==> src/rtl/button_press_decoder.sv <==
// Classifies debounced button presses into short, long and double press pulses.
// Optional auto-repeat while long-held is compiled in with `define BUTTON_REPEAT_EN.
module button_press_decoder #(
    parameter int unsigned LONG_CYC   = 50_000_000,
    parameter int unsigned DBL_CYC    = 15_000_000,
    parameter int unsigned REPEAT_CYC = 10_000_000,
    parameter int unsigned CNT_W      = 26
) (
    input  logic sys_clk,
    input  logic sys_rst_n,
    input  logic btn_level,
    output logic short_press,
    output logic long_press,
    output logic double_press,
    output logic repeat_press
);

    localparam logic [2:0] ST_IDLE   = 3'd0;
    localparam logic [2:0] ST_PRESS1 = 3'd1;
    localparam logic [2:0] ST_WAIT2  = 3'd2;
    localparam logic [2:0] ST_PRESS2 = 3'd3;
    localparam logic [2:0] ST_LONG   = 3'd4;

    localparam logic [CNT_W-1:0] LONG_LAST = CNT_W'(LONG_CYC - 1);
    localparam logic [CNT_W-1:0] DBL_LAST  = CNT_W'(DBL_CYC - 1);

    localparam bit CFG_OK =
        (LONG_CYC >= 2) && (64'(LONG_CYC) < (64'd1 << CNT_W)) &&
        (DBL_CYC >= 2) && (64'(DBL_CYC) < (64'd1 << CNT_W)) &&
        (REPEAT_CYC >= 2) && (64'(REPEAT_CYC) < (64'd1 << CNT_W));

    if (!CFG_OK) begin : g_bad_cfg
        $error("button_press_decoder: *_CYC must be >= 2 and < 2**CNT_W");
    end

    logic             s0_q, s1_q;
    logic             rise, fall;
    logic [2:0]       state_q, state_d;
    logic [CNT_W-1:0] cnt_q, cnt_d;
    logic             short_q, short_d;
    logic             long_q, long_d;
    logic             double_q, double_d;

`ifdef BUTTON_REPEAT_EN
    localparam logic [CNT_W-1:0] REPEAT_LAST = CNT_W'(REPEAT_CYC - 1);
    logic             repeat_q, repeat_d;
`endif

    assign rise = s0_q & ~s1_q;
    assign fall = ~s0_q & s1_q;

    // NOTE: every always_comb output gets a default first so no path can infer a latch.
    always_comb begin
        state_d  = state_q;
        cnt_d    = cnt_q + CNT_W'(1);
        short_d  = 1'b0;
        long_d   = 1'b0;
        double_d = 1'b0;
`ifdef BUTTON_REPEAT_EN
        repeat_d = 1'b0;
`endif
        // Edge tests come first in each state so a coincident edge beats the timeout.
        case (state_q)
            ST_IDLE: begin
                cnt_d = '0;
                if (rise) state_d = ST_PRESS1;
            end
            ST_PRESS1: begin
                if (fall) begin
                    state_d = ST_WAIT2;
                end else if (cnt_q == LONG_LAST) begin
                    state_d = ST_LONG;
                    long_d  = 1'b1;
                end
            end
            ST_WAIT2: begin
                if (rise) begin
                    state_d  = ST_PRESS2;
                    double_d = 1'b1;
                end else if (cnt_q == DBL_LAST) begin
                    state_d = ST_IDLE;
                    short_d = 1'b1;
                end
            end
            ST_PRESS2: begin
                cnt_d = '0;
                if (fall) state_d = ST_IDLE;
            end
            ST_LONG: begin
`ifdef BUTTON_REPEAT_EN
                if (fall) begin
                    state_d = ST_IDLE;
                end else if (cnt_q == REPEAT_LAST) begin
                    repeat_d = 1'b1;
                    cnt_d    = '0;
                end
`else
                cnt_d = '0;
                if (fall) state_d = ST_IDLE;
`endif
            end
            default: state_d = ST_IDLE;
        endcase
        if (state_d != state_q) cnt_d = '0;
    end

    // Reset is active-high despite its name; loading both sync stages with the
    // live level suppresses a phantom edge for a button held through reset.
    // NOTE: sequential state uses non-blocking assignments so all flops update together.
    always_ff @(posedge sys_clk) begin
        if (sys_rst_n) begin
            s0_q     <= btn_level;
            s1_q     <= btn_level;
            state_q  <= ST_IDLE;
            cnt_q    <= '0;
            short_q  <= 1'b0;
            long_q   <= 1'b0;
            double_q <= 1'b0;
        end else begin
            s0_q     <= btn_level;
            s1_q     <= s0_q;
            state_q  <= state_d;
            cnt_q    <= cnt_d;
            short_q  <= short_d;
            long_q   <= long_d;
            double_q <= double_d;
        end
    end

`ifdef BUTTON_REPEAT_EN
    always_ff @(posedge sys_clk) begin
        if (sys_rst_n) repeat_q <= 1'b0;
        else           repeat_q <= repeat_d;
    end
    assign repeat_press = repeat_q;
`else
    assign repeat_press = 1'b0;
`endif

    assign short_press  = short_q;
    assign long_press   = long_q;
    assign double_press = double_q;

endmodule
==> config.mk <==
export PLATFORM = sky130hd
export DESIGN_NAME = button_press_decoder
export DESIGN_NICKNAME = d
export VERILOG_FILES = /design/src/rtl/button_press_decoder.sv
export SDC_FILE = /design/constraint.sdc
export NUM_CORES = 1
export LEC_CHECK = 0
export BUFFER_PORTS_ARGS = -buffer_cell sky130_fd_sc_hd__buf_2
export CORE_ASPECT_RATIO = 1.1
export CORE_MARGIN = 5
export CORE_UTILIZATION = 45
export CTS_BUF_LIST = sky130_fd_sc_hd__clkbuf_4
export DETAILED_ROUTE_END_ITERATION = 10
export HOLD_SLACK_MARGIN = 0.12
export PLACE_DENSITY = 0.57
export SLEW_MARGIN = 0
export SYNTH_ARGS = -nofsm -noshare
export SYNTH_HDL_FRONTEND = slang
export SYNTH_SLANG_ARGS = --single-unit
==> constraint.sdc <==
create_clock -name sys_clk -period 2.7 [get_ports sys_clk]
set_input_delay 0.27 -clock sys_clk [delete_from_list [all_inputs] [get_ports sys_clk]]
set_output_delay 0.27 -clock sys_clk [all_outputs]
set_load 0.005 [all_outputs]
==> impl_summary.md <==
Run status
The run finished with clean final reports.

Power
Summed over all cells, the static leakage comes to 0.553 nW. The power share of the combinational group is 3.3%. The internal power component is 0.624 mW. The switching portion of total power is 23.5%.

The switching power summed over all nets is 0.192 mW. The worst-case IR drop observed on VDD is 214 uV. Of the total power, the clock network draws 33.9%. The areal power density over the cells is 445 nW/um2. Sequential cells account for 62.8% of the total power.

Clock tree
The clock latency reported for the late side of the worst-skew pair is 0.34 ns. After clock tree synthesis, the clock-pin slew on the worst setup and hold paths is 0.11 ns. The count of buffers added by post-CTS timing repair for setup is 0. TritonCTS built the clock tree. The maximum clock insertion buffer count is 2.

In this run the clock root is driven by a sky130_fd_sc_hd__clkbuf_4. The TritonCTS buffer count is 5. The number of levels the H-tree was split into is 2. The clock sink total is 34.

Timing
The count of final hold-check violations was 0. For this run, the top clock speed supported by timing is 486 MHz. The setup skew after layout is 0.0121 ns. The number of pins exceeding their max-slew limit in the final report is 0. Setup violations remaining at the end of the flow were counted as 0.

Setup repair after global routing left no endpoint under its margin. The final sum of negative setup slack is 0 ns. The share of the clock period used by the worst path is 76.2%.

The worst path needs 2.06 ns of the cycle, external delays included.

Place
At the end of routability-driven placement, the weighted congestion stood at 0.792. The total half-perimeter wirelength after legalization and detailed placement is 2370 um. During placement, the flow inserted port buffers numbering 5.

Layout
The final layout contains 202 nets. In the layout the commonest cells are sky130_fd_sc_hd__dfxtp_1, sky130_fd_sc_hd__nor2_1, sky130_fd_sc_hd__xnor2_1. Leaving out fill and tap cells, the most frequent cell in the layout is sky130_fd_sc_hd__dfxtp_1. In the final layout, the share of cells above drive strength 1 is 16.6%. The core occupancy in the finished layout is 50.5%.

The repair_antennas step left the layout with diodes totalling 0. The layout-stage area growth over the synthesis result is 8.36%.

Route
The number of nets still failing antenna checks after routing is 0. The per-cell via count in the routed design is 5.29. The violation count after the first detailed-routing iteration is 75.

The average wire length per cell after detail routing is 13.1 um. The pre-antenna-repair detailed-routing pass consisted of 4 iterations. The wire length reported by the detailed router is 3260 um. After detailed routing, the number of remaining DRC violations is 0. The number of vias in the routed layout is 1317.

Worst hold path
The tightest min-delay check is of the in -> reg type.

Synthesis
The number of nets handed over by synthesis was 191. Yosys printed 0 warnings. The number of synthesized flops with an enable pin is 0. The part of the Yosys area used for sequential elements is 40.3%. The netlist uses 40 different library cells. The synthesized flop and latch total is 34. In the synthesized netlist the dominant register cell turns out to be sky130_fd_sc_hd__dfxtp_1. The netlist area before placement is 1690 um2. A synthesized cell averages 9.04 um2. The synthesized instance count is 187. In the synthesized netlist the async set-or-reset flop fraction comes to 0%.

Critical path
The signal on the critical path passes through or4b_4, nor4_4, a22oi_2, o311ai_4, buf_4, nor3_1. The largest single stage delay on the critical path is 0.56 ns. Along the worst path, the maximum fanout reaches 14.

The critical path class is reg -> reg. The critical path's slowest cell is sky130_fd_sc_hd__or4b_4. Data on the critical path arrives at its endpoint at 2.28 ns. Counting both buffers and inverters, the worst setup path holds a total of 1. STA puts the critical path data required time at 2.92 ns.

The sort of element at the start of the critical path is a flop. The endpoint class of the critical path is a flop. The cell type group with the largest total delay on the critical path is simple AND/OR/NAND/NOR gates.

Die
The die is 68.4 um wide. The area of the die is 5080 um2. The core region is 3630 um2. The starting density of the core is 46.6%. The number of top-level pins is 7. The floorplan has 23 rows. The die is 74.3 um tall.

Global routing
The number of antenna violations at the first check in global routing is 0. The global-route wire length before repair is 5640 um. Entering global routing, the biggest net connects 15 pins. The sum of overflow across all layers after global routing is 0. Global routing consumed, over all layers together, 14.9% of the routing resources. The via count of the first global-routing pass came to 1210.

Flow run
The tool flagged a number of max-cap violations equal to 0.
[layer usage]
layer	part of all wire, %	GRT usage [%]	up-vias
li1	-	-	669
met1	50	20.0	615
met2	43	21.3	26
met3	4.6	4.53	7
met4	2.3	7.51	0
met5	0	0	-
[timing repair]
action                                 CTS  global route
hold buffers                             1             0
resized for setup                        0             0
endpoints found under the hold margin    1             0
[flip-flops by register name, indices dropped and copies added (netlist names)]
signal        cells
cnt_q            26
state_q           3
double_press      1
long_press        1
s0_q              1
s1_q              1
short_press       1
[kinds of logic after synthesis]
logic type               share of synthesized area [%]
other                                            0.222
buffers and inverters                             3.85
multiplexers                                     0.666
XOR/XNOR                                          12.4
AO/OA/AOI/OAI                                     4.44
AND/OR/NAND/NOR                                   37.4
adder cells (fa/ha/maj)                          0.740
flip-flops                                        40.3
[cell type report]
type,count,area [um2]
clock buffer,6,45.0
sequential,34,681
inverter,8,30.0
clock inverter,2,8.76
multi-input combinational,140,947
fill,376,1790
timing repair buffer,9,57.6
tap,50,62.6
[worst reg2reg max path: stages, from the launching register on]
cell and delay (ns):
sky130_fd_sc_hd__dfxtp_1 0.38, sky130_fd_sc_hd__or4b_4 0.56, sky130_fd_sc_hd__nor4_4 0.28, sky130_fd_sc_hd__a22oi_2 0.12
sky130_fd_sc_hd__o311ai_4 0.23, sky130_fd_sc_hd__buf_4 0.29, sky130_fd_sc_hd__nor3_1 0.09
[synthesized netlist by cell type (2+ instances only)]
cell / instances / area (um2)
sky130_fd_sc_hd__a21oi_1: 3 / 15.0
sky130_fd_sc_hd__and2_1: 2 / 12.5
sky130_fd_sc_hd__and3_1: 3 / 18.8
sky130_fd_sc_hd__and4_1: 3 / 26.3
sky130_fd_sc_hd__clkbuf_1: 2 / 7.51
sky130_fd_sc_hd__dfxtp_1: 34 / 681
sky130_fd_sc_hd__inv_1: 8 / 30.0
sky130_fd_sc_hd__nand2_1: 15 / 56.3
sky130_fd_sc_hd__nand3_1: 9 / 45.0
sky130_fd_sc_hd__nand4_1: 5 / 31.3
sky130_fd_sc_hd__nand4b_1: 2 / 17.5
sky130_fd_sc_hd__nand4bb_1: 2 / 22.5
sky130_fd_sc_hd__nor2_1: 23 / 86.3
sky130_fd_sc_hd__nor2b_1: 2 / 12.5
sky130_fd_sc_hd__nor3_1: 13 / 65.1
sky130_fd_sc_hd__nor3_2: 10 / 100
sky130_fd_sc_hd__nor3b_1: 3 / 22.5
sky130_fd_sc_hd__or3_1: 4 / 25.0
sky130_fd_sc_hd__xnor2_1: 19 / 166
sky130_fd_sc_hd__xor2_1: 5 / 43.8
[power by group through the flow]
stage               sequential, mW  clock (mW)  combinational [mW]
floorplan                    0.522           0              0.0196
finish                       0.512       0.277              0.0272
CTS                          0.512       0.293              0.0269
global route                 0.513       0.314              0.0299
detailed placement           0.524           0              0.0257
global placement             0.524           0              0.0254
[path summary, 6_finish.rpt]
check / from / end / slack (ns) / cells after the start
hold / removal: sys_rst_n / s1_q$_DFF_P_ / 0.20 / 2
hold reg to reg: state_q[2]$_SDFF_PP0_ / state_q[2]$_SDFF_PP0_ / 0.51 / 2
setup reg to reg: cnt_q[20]$_SDFF_PP0_ / cnt_q[18]$_SDFF_PP0_ / 0.64 / 6
setup / recovery: cnt_q[20]$_SDFF_PP0_ / cnt_q[18]$_SDFF_PP0_ / 0.64 / 6
[through the flow]
step	instance area (um2)	hold WS, ns	setup WS [ns]	power (mW)	cells
4_1_cts	1830	0.182	0.635	0.832	249
5_1_grt	1830	0.193	0.500	0.857	249
3_5_place_dp	1770	0.393	0.655	0.549	240
6_report	1830	0.197	0.643	0.816	249
3_3_place_gp	1770	0.386	0.693	0.549	240
2_1_floorplan	1690	0.298	0.769	0.541	187
Power figures use the tool's default switching activity.
